**src/rtl/prach_result_tx_pkg.sv**
```systemverilog
`default_nettype none
// ============================================================================
// Module      : prach_pkg
// Description : Shared widths, result record and FSM state type for the PRACH
//               result transmitter.
// Revision    : 1.0 - initial release
// ============================================================================
package prach_pkg;

  localparam int RES_BW = 24;
  localparam int IDX_BW = 8;
  localparam int TA_BW  = 16;

  // One detection result as stored in the buffer: index in the upper byte,
  // timing advance in the lower half-word.
  typedef struct packed {
    logic [IDX_BW-1:0] idx;
    logic [TA_BW-1:0]  ta;
  } prach_res_t;

  typedef enum logic [0:0] {
    COLLECT = 1'b0,
    SEND    = 1'b1
  } state_t;

endpackage
`default_nettype wire

```
**src/rtl/prach_result_tx_if.sv**
```systemverilog
`default_nettype none
// ============================================================================
// Module      : prach_result_tx_if
// Description : AXI-stream result bus of the PRACH result transmitter.
//               master : drives data/valid/last/user, receives ready
//               slave  : receives data/valid/last/user, drives ready
// Revision    : 1.0 - initial release
// ============================================================================
interface prach_result_tx_if
  import prach_pkg::*;
#(
  parameter int bw_user = 4
) ();

  logic [IDX_BW-1:0]  axiTx_Data_RA_PreambleIdxs;
  logic [TA_BW-1:0]   axiTx_Data_TA;
  logic               axiTx_Valid;
  logic               axiTx_Last;
  logic [bw_user-1:0] axiTx_User;
  logic               axiTx_Ready;

  modport master (
    output axiTx_Data_RA_PreambleIdxs,
    output axiTx_Data_TA,
    output axiTx_Valid,
    output axiTx_Last,
    output axiTx_User,
    input  axiTx_Ready
  );

  modport slave (
    input  axiTx_Data_RA_PreambleIdxs,
    input  axiTx_Data_TA,
    input  axiTx_Valid,
    input  axiTx_Last,
    input  axiTx_User,
    output axiTx_Ready
  );

endinterface
`default_nettype wire

```
**src/rtl/prach_result_tx_ram.sv**
```systemverilog
`default_nettype none
// ============================================================================
// Module      : prach_res_ram
// Description : Simple dual-port result buffer, DEPTH x RES_BW, synchronous
//               read with registered read data. Contents are not reset.
//   clk      in   clock
//   we_i     in   write enable
//   waddr_i  in   write address
//   wdata_i  in   write data
//   re_i     in   read enable (read register holds when low)
//   raddr_i  in   read address
//   rdata_o  out  registered read data
// Revision    : 1.0 - initial release
// ============================================================================
module prach_res_ram
  import prach_pkg::*;
#(
  parameter int DEPTH = 64,
  parameter int AW    = $clog2(DEPTH)
) (
  input  wire logic          clk,
  input  wire logic          we_i,
  input  wire logic [AW-1:0] waddr_i,
  input  wire prach_res_t    wdata_i,
  input  wire logic          re_i,
  input  wire logic [AW-1:0] raddr_i,
  output prach_res_t         rdata_o
);

  prach_res_t mem_q [DEPTH];
  prach_res_t rdata_q;

  always_ff @(posedge clk) begin
    if (we_i) begin
      mem_q[waddr_i] <= wdata_i;
    end
    // Read-during-write to the same address returns the new word; this is
    // what lets a single result written on the search_done cycle go out as
    // the very next beat.
    if (re_i) begin
      rdata_q <= (we_i && (waddr_i == raddr_i)) ? wdata_i : mem_q[raddr_i];
    end
  end

  assign rdata_o = rdata_q;

endmodule
`default_nettype wire

```
**src/rtl/prach_result_tx.sv**
```systemverilog
`default_nettype none
// ============================================================================
// Module      : prach_result_tx
// Description : Collects PRACH detection results during a search pass and
//               streams them out as one AXI-stream packet once the pass ends.
//   clk                  in   rising-edge clock
//   rst                  in   asynchronous active-high reset
//   res_valid_i          in   one detected preamble this cycle
//   res_idx_i            in   RA preamble index
//   res_ta_i             in   timing advance
//   search_done_i        in   single-cycle pulse, detection pass finished
//   axis                 master AXI-stream result bus (data/valid/last/user/ready)
//   count_preambles_o    out  number of results in the most recent pass
//   no_prach_detected_o  out  one-cycle pulse, pass ended with no results
//   busy_o               out  high while a packet is being sent
// Revision    : 1.0 - initial release
// ============================================================================
module prach_result_tx
  import prach_pkg::*;
#(
  parameter int DEPTH   = 64,
  parameter int bw_user = 4
) (
  input  wire logic              clk,
  input  wire logic              rst,
  input  wire logic              res_valid_i,
  input  wire logic [IDX_BW-1:0] res_idx_i,
  input  wire logic [TA_BW-1:0]  res_ta_i,
  input  wire logic              search_done_i,
  prach_result_tx_if.master      axis,
  output logic [6:0]             count_preambles_o,
  output logic                   no_prach_detected_o,
  output logic                   busy_o
);

  localparam int AW = $clog2(DEPTH);
  localparam int PW = 7;
  localparam logic [PW-1:0] DEPTH_P = PW'(DEPTH);

  state_t          state_q, state_d;
  logic [PW-1:0]   wr_ptr_q, wr_ptr_d;
  logic [PW-1:0]   rd_ptr_q, rd_ptr_d;
  logic [PW-1:0]   count_q, count_d;
  logic            ovf_q, ovf_d;
  logic            nop_q, nop_d;

  logic            w_ram_we;
  logic            w_ram_re;
  logic [AW-1:0]   w_ram_raddr;
  prach_res_t      w_ram_wdata;
  prach_res_t      w_ram_rdata;

  logic            w_full;
  logic            w_accept;
  logic [PW-1:0]   w_final_cnt;
  logic            w_valid;
  logic            w_last;
  logic            w_xfer;
  logic [bw_user-1:0] w_user;

  assign w_full      = (wr_ptr_q == DEPTH_P);
  assign w_accept    = res_valid_i && !w_full;
  // Entry count as it will stand after this cycle, so a result arriving with
  // search_done is counted in the pass it closes.
  assign w_final_cnt = wr_ptr_q + {{(PW-1){1'b0}}, w_accept};
  assign w_valid     = (state_q == SEND);
  assign w_last      = (rd_ptr_q == (count_q - 7'd1));
  assign w_xfer      = w_valid && axis.axiTx_Ready;
  assign w_ram_wdata = '{idx: res_idx_i, ta: res_ta_i};

  // --------------------------------------------------------------------------
  // Next-state / control
  // --------------------------------------------------------------------------
  always_comb begin
    state_d     = state_q;
    wr_ptr_d    = wr_ptr_q;
    rd_ptr_d    = rd_ptr_q;
    count_d     = count_q;
    ovf_d       = ovf_q;
    nop_d       = 1'b0;
    w_ram_we    = 1'b0;
    w_ram_re    = 1'b0;
    w_ram_raddr = rd_ptr_q[AW-1:0] + AW'(1);

    case (state_q)
      COLLECT: begin
        if (res_valid_i) begin
          if (w_full) begin
            ovf_d = 1'b1;
          end else begin
            w_ram_we = 1'b1;
            wr_ptr_d = wr_ptr_q + 7'd1;
          end
        end
        if (search_done_i) begin
          count_d = w_final_cnt;
          if (w_final_cnt == '0) begin
            nop_d = 1'b1;
          end else begin
            // Prefetch entry 0 now so the first beat is valid next cycle.
            state_d     = SEND;
            w_ram_re    = 1'b1;
            w_ram_raddr = '0;
          end
        end
      end

      SEND: begin
        if (w_xfer) begin
          if (w_last) begin
            state_d  = COLLECT;
            wr_ptr_d = '0;
            rd_ptr_d = '0;
            ovf_d    = 1'b0;
          end else begin
            // Read-ahead: fetch the following entry on the accepting edge so
            // it is presented back-to-back with no bubble.
            rd_ptr_d = rd_ptr_q + 7'd1;
            w_ram_re = 1'b1;
          end
        end
      end

      default: begin
        state_d = COLLECT;
      end
    endcase
  end

  always_ff @(posedge clk or posedge rst) begin
    if (rst) begin
      state_q  <= COLLECT;
      wr_ptr_q <= '0;
      rd_ptr_q <= '0;
      count_q  <= '0;
      ovf_q    <= 1'b0;
      nop_q    <= 1'b0;
    end else begin
      state_q  <= state_d;
      wr_ptr_q <= wr_ptr_d;
      rd_ptr_q <= rd_ptr_d;
      count_q  <= count_d;
      ovf_q    <= ovf_d;
      nop_q    <= nop_d;
    end
  end

  prach_res_ram #(
    .DEPTH (DEPTH),
    .AW    (AW)
  ) u_ram (
    .clk     (clk),
    .we_i    (w_ram_we),
    .waddr_i (wr_ptr_q[AW-1:0]),
    .wdata_i (w_ram_wdata),
    .re_i    (w_ram_re),
    .raddr_i (w_ram_raddr),
    .rdata_o (w_ram_rdata)
  );

  // --------------------------------------------------------------------------
  // Outputs. The RAM read register is not reset, so beat fields are gated by
  // Valid; this makes them zero the instant reset is applied.
  // --------------------------------------------------------------------------
  always_comb begin
    w_user    = '0;
    w_user[0] = w_valid && ovf_q;
  end

  assign axis.axiTx_Valid                = w_valid;
  assign axis.axiTx_Last                 = w_valid && w_last;
  assign axis.axiTx_User                 = w_user;
  assign axis.axiTx_Data_RA_PreambleIdxs = w_valid ? w_ram_rdata.idx : '0;
  assign axis.axiTx_Data_TA              = w_valid ? w_ram_rdata.ta  : '0;

  assign count_preambles_o   = count_q;
  assign no_prach_detected_o = nop_q;
  assign busy_o              = w_valid;

endmodule
`default_nettype wire

```
**src/flat_wrapper.sv**
```systemverilog
// flat-port wrapper written by rule: the top's interface ports become plain ports
module prach_result_tx_flat import prach_pkg::*;
#(
  parameter int DEPTH   = 64,
  parameter int bw_user = 4
)
  (clk, rst, res_valid_i, res_idx_i, res_ta_i, search_done_i, count_preambles_o, no_prach_detected_o, busy_o, axis_axiTx_Data_RA_PreambleIdxs, axis_axiTx_Data_TA, axis_axiTx_Valid, axis_axiTx_Last, axis_axiTx_User, axis_axiTx_Ready);
  prach_result_tx_if #(.bw_user(bw_user)) axis_i ();
  input  wire logic clk;
  input  wire logic rst;
  input  wire logic res_valid_i;
  input  wire logic [IDX_BW-1:0] res_idx_i;
  input  wire logic [TA_BW-1:0] res_ta_i;
  input  wire logic search_done_i;
  output logic [6:0] count_preambles_o;
  output logic no_prach_detected_o;
  output logic busy_o;
  output wire logic [$bits(axis_i.axiTx_Data_RA_PreambleIdxs)-1:0] axis_axiTx_Data_RA_PreambleIdxs;
  output wire logic [$bits(axis_i.axiTx_Data_TA)-1:0] axis_axiTx_Data_TA;
  output wire logic [$bits(axis_i.axiTx_Valid)-1:0] axis_axiTx_Valid;
  output wire logic [$bits(axis_i.axiTx_Last)-1:0] axis_axiTx_Last;
  output wire logic [$bits(axis_i.axiTx_User)-1:0] axis_axiTx_User;
  input wire logic [$bits(axis_i.axiTx_Ready)-1:0] axis_axiTx_Ready;
  assign axis_axiTx_Data_RA_PreambleIdxs = axis_i.axiTx_Data_RA_PreambleIdxs;
  assign axis_axiTx_Data_TA = axis_i.axiTx_Data_TA;
  assign axis_axiTx_Valid = axis_i.axiTx_Valid;
  assign axis_axiTx_Last = axis_i.axiTx_Last;
  assign axis_axiTx_User = axis_i.axiTx_User;
  assign axis_i.axiTx_Ready = axis_axiTx_Ready;
  prach_result_tx #(.DEPTH(DEPTH), .bw_user(bw_user)) u_core (.clk(clk), .rst(rst), .res_valid_i(res_valid_i), .res_idx_i(res_idx_i), .res_ta_i(res_ta_i), .search_done_i(search_done_i), .axis(axis_i), .count_preambles_o(count_preambles_o), .no_prach_detected_o(no_prach_detected_o), .busy_o(busy_o));
endmodule
```
**config.mk**
```make
export PLATFORM = sky130hd
export DESIGN_NAME = prach_result_tx_flat
export DESIGN_NICKNAME = d
export VERILOG_FILES = /design/src/rtl/prach_result_tx_pkg.sv /design/src/rtl/prach_result_tx_if.sv /design/src/rtl/prach_result_tx_ram.sv /design/src/rtl/prach_result_tx.sv /design/src/flat_wrapper.sv
export SDC_FILE = /design/constraint.sdc
export NUM_CORES = 2
export LEC_CHECK = 0
export BUFFER_PORTS_ARGS = -buffer_cell sky130_fd_sc_hd__clkbuf_2
export CORE_ASPECT_RATIO = 0.75
export CORE_MARGIN = 2
export CORE_UTILIZATION = 40
export CTS_CLUSTER_DIAMETER = 150
export DETAILED_ROUTE_END_ITERATION = 8
export PLACE_DENSITY_LB_ADDON = 0.15
export SYNTH_ARGS = -nofsm -noshare
export SYNTH_HDL_FRONTEND = slang
export SYNTH_SLANG_ARGS = --single-unit
```
**constraint.sdc**
```tcl
create_clock -name clk -period 4.4 [get_ports clk]
set_input_delay 0.22 -clock clk [delete_from_list [all_inputs] [get_ports clk]]
set_output_delay 0.22 -clock clk [all_outputs]
set_load 0.005 [all_outputs]
```
# Yosys cells after proc, flatten, opt, wreduce, memory -nomap -nowiden
# Memories as Yosys holds them, arrays and structs flattened. A register that Yosys moved wholly into a read port is not among the register bits.
# Index checks and enable logic that the tools add are counted.
# word_totals
n_memories	1
input_bits	29
mem_bits_rw	1536
output_inout_bits	39
regBits	24
wordCells	61
# op_classes
n_mux	31
n_bitwise	1
reduce_logical	10
n_eq_ne	7
n_addsub	5
# memory_table
memory	depth	word_bits	read_ports	rd_clocked_by_memory_dff	wr	line_no	source
u_core.u_ram.mem_q	64	24	1	1	1	prach_result_tx_ram.sv:30	prach_res_t mem_q [DEPTH];
# ops
cell	count
7-bit two-way mux	5
6-bit two-way mux	3
1-bit two-way mux	17
16-bit two-way mux	1
7-bit by 1-bit adder with 7-bit output (second input constant)	2
7-bit one-hot mux with 2 select lines	1
8-bit two-way mux	1
2-bit inequality test (second input constant)	4
4-bit AND reduction	2
7-bit by 1-bit adder with 7-bit output	1
7-bit == test	1
7-bit == test (second input constant)	1
7-bit zero test	1
7-bit by 1-bit subtractor with 7-bit output (second input constant)	1
6-bit by 1-bit adder with 6-bit output (second input constant)	1
1-bit one-hot mux with 2 select lines	3
1-bit logical AND	4
2-bit AND reduction	2
2-bit by 1-bit inequality test with 1-bit output (second input constant)	1
1-bit zero test	1
1-bit NOT	1

# Longest topological paths before layout
# depth
ltp_word	8
mapped_depth	21
ltp_nobuf	16

# Modules after synthesis
# From an unflattened synthesis, not the netlist that was laid out.
# hier_totals
cells_unflattened	3344
hier_area_um2	62386.1
# modules_own_cells
mod	cells_each	instances	seq_area_each_um2	area_per_inst_um2
prach_res_ram	3121	1	46844.9	60469.2
prach_result_tx	223	1	600.6	1916.8

# Worst setup path before layout
# Ideal clock, no wire load.
# synth_timing
path_kind	flip-flop to flip-flop
start	reg u_core.wr_ptr_q[4]
end	reg u_core.u_ram.rdata_o[15] (netlist name)
period_less_slack_ps	4452
n_path_buf	5
setup_ps	263
slack_ps	-52
path_stages_with_launch	19
required_ps	4137
t_arrival_ps	4188
cell_sequence	dfrtp_1 > buf_4 > or3_1 > buf_2 > nor3_1 > nor2b_1 > ha_1 > ha_1 > or2_2 > nor4_1 > o32ai_2 > buf_6 > or4_1 > buf_2 > buf_2 > nor2_1 > o311ai_0 > a32oi_1 > o31ai_1
# synth_between
elab_chain_cells	8
elab_cells_between_ends	11
cone_classes	add/sub (1); eq/ne (1); mux (6); reduce/logical (3)
# synth_rtl
element	line_no	source
start: declaration	prach_result_tx.sv:41	logic [PW-1:0] wr_ptr_q, wr_ptr_d;
start signal: assignment	prach_result_tx.sv:140	wr_ptr_q <= wr_ptr_d;
7-bit == test *	prach_result_tx.sv:61	assign w_full = (wr_ptr_q == DEPTH_P);
1-bit zero test *	prach_result_tx.sv:62	assign w_accept = res_valid_i && !w_full;
1-bit logical AND *	prach_result_tx.sv:62	
7-bit by 1-bit adder with 7-bit output *	prach_result_tx.sv:65	assign w_final_cnt = wr_ptr_q + {{(PW-1){1'b0}}, w_accept};
via u_core.w_final_cnt[1]	prach_result_tx.sv:55	logic [PW-1:0] w_final_cnt;
7-bit zero test *	prach_result_tx.sv:97	if (w_final_cnt == '0) begin
1-bit two-way mux / 6-bit two-way mux (equally long branches)	prach_result_tx.sv:97	
1-bit two-way mux / 6-bit two-way mux (equally long branches)	prach_result_tx.sv:95	if (search_done_i) begin
1-bit one-hot mux with 2 select lines / 6-bit two-way mux (equally long branches)	prach_result_tx.sv:85	case (state_q)
# The timed path passes the listed nets; every way through them passes the cells marked *.
# A chain may end at the register's enable or synchronous reset.

# Final worst setup path
# layout_timing
start	reg u_core.wr_ptr_q[5]
end	reg u_core.u_ram.rdata_o[16] (netlist name)
# layout_between
elab_chain_cells	8
elab_cells_between_ends	11
cone_classes	add/sub (1); eq/ne (1); mux (6); reduce/logical (3)
# layout_rtl
element	line_no
7-bit == test *	prach_result_tx.sv:61
1-bit zero test *	prach_result_tx.sv:62
1-bit logical AND *	prach_result_tx.sv:62
7-bit by 1-bit adder with 7-bit output *	prach_result_tx.sv:65
via u_core.w_final_cnt[1]	prach_result_tx.sv:55
7-bit zero test *	prach_result_tx.sv:97
1-bit two-way mux / 6-bit two-way mux (equally long branches)	prach_result_tx.sv:97
1-bit two-way mux / 6-bit two-way mux (equally long branches)	prach_result_tx.sv:95
1-bit one-hot mux with 2 select lines / 6-bit two-way mux (equally long branches)	prach_result_tx.sv:85
# Marked as above.

==> results by group <==
Synth
  • Main combinational cell family by area after synthesis: compound AO/OA/AOI/OAI gates
  • Post-Syn Area: 63100 sq um
  • Post-synth ARST share: 1.52%
  • Post-synthesis xor/xnor area fraction: 0.361%
  • Distinct cells, synth: 76
  • Simple-Gate Fraction of Synth Area: 5.51%
  • Gate Count Post-Synth: 3953
  • Area contributors post-synth: edfxtp_1 (74%), mux4_2 (2.9%), mux2i_1 (2.7%)
  • Synth Register Bits: 1584
  • Top-count cell post-synth: edfxtp_1
  • Seq/Total Area, Yosys: 75.2%
  • Post-synth EDFFs: 1560
  • Top cell type's share of synthesized area: 74.3%
  • Synthesis warning total: 0
  • Mux cell area share after synthesis: 6.95%
  • Post-Synth Adder-Cell Area: 0.119%
  • Primary FF master, synth: edfxtp_1
  • Syn avg cell area: 16.0 sq um
  • Yosys top cell by area: edfxtp_1
  • Commonest cells in the synthesized netlist: edfxtp_1 (1560), nand2_1 (349), a21oi_1 (264), o21ai_0 (210), nor2_1 (178)
  • Synth Area in Compound Gates: 9.84%

Routing
  • Routed WL: 213 mm
  • Post-DRT Antenna Nets: 0
  • DRT iter0 DRCs: 5972
  • Met2 wire len: 88.9 mm
  • Met3 wire len: 21.7 mm
  • DRC Markers: 0
  • Avg Vias per Cell: 5.93
  • Vias after detailed routing: 39800
  • Top Metal Used: met5
  • Met1 wire length: 98.2 mm
  • Pre-Repair DR Iteration Count: 6
  • Routed length per instance: 31.7 um

Layout
  • Final Net Count: 4512
  • Area delta synth->final: 21.7%
  • Layout fillers: 13400
  • Final instance area: 76800 sq um
  • Share of cells above drive strength 1: 26.6%

Critical path
  • Req. time, crit path: 4.93 ns
  • Worst reg2reg path startpoint: u_core.wr_ptr_q[5]
  • R2r worst-path depth: 20
  • Crit path max fanout: 8
  • Setup crit start kind: flip-flop
  • Critical Path AT: 4.98 ns
  • Worst Setup SP: u_core.wr_ptr_q[5]
  • Critical path capture point type: flip-flop
  • Crit Path Category: flip-flop to flip-flop

STA
  • Hold_ws: 0.0791 ns
  • Fin crit share: 101%
  • Unrepaired setup endpoints after global routing: yes
  • PnR worst setup slack: -0.0444 ns
  • Final Hold Viols: 0
  • Slew HR: 10.8%
  • Least-Margin Pin Slew: 1.34 ns
  • FMAX: 225 MHz
  • Setup TNS: -0.0677 ns
  • Slew Limit Fails: 0
  • Setup Skew: 0.0328 ns
  • Min cycle time layout: 4.44 ns
  • Final setup fails: 2

Outcome
  • Status: finished with violations
  • Failing checks: setup timing

Place
  • GP Congestion: 0.911
  • Placed wire-length estimate: 134 mm
  • DP Worst Slack: -0.566 ns
  • IO Port Bufs: 64
  • Cell Area, Placed: 69900 sq um

Floorplan
  • Row count: 126
  • Io pins: 68
  • Die footprint: 161000 sq um
  • Core box area: 157000 sq um
  • Initial Utilization: 40.2%
  • Die Y: 348 um
  • Die Width: 462 um

GRT
  • GRT Overall Usage: 25.8%
  • GRT Residual Overflow: 0
  • Vias in the first global route: 37300
  • Initial antenna violation count: 20
  • Largest net degree at the start of global routing: 77
  • First-pass GRT wire length: 295 mm

Worst hold path
  • Hold path startpoint: res_ta_i[6]
  • HP Class: input port to flip-flop
  • Hold path depth: 1

Power and ir drop
  • Peak VDD IR: 0.000660 V
  • Power Total: 61600 uW
  • Power per cell area: 802 nW/um^2
  • Leak pwr: 0.0252 uW

CTS
  • # H-tree levels: 4
  • Clock tree from TritonCTS: yes
  • CTS Buffer Depth: 3
  • # clock sinks: 1584
  • Clock Latency Late Sink: 0.81 ns
  • Total CTS buffers: 160
  • CTS clk-pin slew, worst paths: 0.06 ns
  • CTS root buf: clkbuf_16

Flow run
  • Max-cap violations: 0
## per-layer routing
| metal | track usage (%) | vias to the layer above |
|---|---|---|
| li1 | - | 16700 |
| met1 | 41.7 | 20700 |
| met2 | 35.8 | 2134 |
| met3 | 4.64 | 270 |
| met4 | 5.77 | 8 |
| met5 | 0 | - |
## through the flow
stage / std cells / util [%]
3_5_place_dp: 6372 / 44.5
3_3_place_gp: 6372 / 44.5
2_1_floorplan: 3955 / -
5_1_grt: 6714 / 48.9
4_1_cts: 6684 / 48.0
6_report: 6715 / 48.9
## flip-flops by register name, summed over array words and instances (netlist names)
signal                      count
u_core.wr_ptr_q                 7
u_core.u_ram.rdata_o           24
u_core.no_prach_detected_o      1
u_core.rd_ptr_q                 7
u_core.ovf_q                    1
u_core.u_ram.mem_q           1536
u_core.count_preambles_o        7
u_core.axis.axiTx_Valid         1
## final cells by class
cell class | instances | area (sq um) | share of cell area [%]
sequential | 1584 | 47500 | 61.8
antenna | 1 | 2.50 | 0.00326
clock buffer | 209 | 4320 | 5.62
inverter | 10 | 37.5 | 0.0489
multi-input combinational | 2084 | 15600 | 20.4
clock inverter | 78 | 631 | 0.821
tap | 2112 | 2640 | 3.44
timing repair buffer | 637 | 6040 | 7.86
## cell families after synthesis
family,Yosys count
other,1
and+or+nand+nor,773
buffers and inverters,287
DFF,1584
muxes,326
adders and majority gates,6
xor gates and xnor gates,26
AOI/OAI and AO/OA,950
## power breakdown
part           total (uW)  switching (uW)  leakage (uW)  internal [uW]
Sequential          17300             324        0.0143          17000
Clock               13200            5860       0.00241           7330
Combinational       31100           18700       0.00843          12400
Total               61600           24800        0.0252          36700
## worst max-delay path, stage by stage (launching register included)
cell      delay (ns)
dfrtp_1         0.38
or3_4           0.41
nor3_4          0.18
nor2b_1         0.07
ha_2            0.21
ha_4            0.24
or2_4           0.28
nor4_4          0.17
buf_4           0.18
o32ai_4         0.13
nor3_4          0.26
buf_12          0.15
buf_16          0.19
buf_12          0.18
buf_6           0.13
o211ai_1        0.09
a21oi_1         0.18
o22ai_1         0.11
buf_4           0.19
o211ai_1        0.34
nand3_1         0.11
## path summary, 6_finish.rpt
kind	endpoint	slack [ns]
min in group asynchronous	u_core.wr_ptr_q[4]	0.19
max in group asynchronous	u_core.rd_ptr_q[0]	3.47
min	u_core.u_ram.mem_q[18][6]	0.08
max	u_core.u_ram.rdata_o[16]	-0.04
min reg2reg	u_core.rd_ptr_q[6]	0.52
max reg2reg	u_core.u_ram.rdata_o[16]	-0.04
## what timing repair did
action	4_1_cts	5_1_grt
setup endpoints to repair	24	24
hold endpoints to repair	120	10
hold buffers	11	1
cloned	1	8
pin swaps	16	74
buffers inserted	13	24
resized for setup	62	190
## cells in the final DEF, fill, tap and decap left out, drive strengths merged, types with 71 or more instances in the layout
cell type / count
nand2: 349
a211oi: 74
edfxtp: 1560
nor3: 74
o21ai: 219
mux2i: 169
a221oi: 71
clkbuf: 263
nor2: 180
buf: 570
a21oi: 265
mux2: 75
mux4: 82
Note: power is estimated with default switching activity, not from simulation.
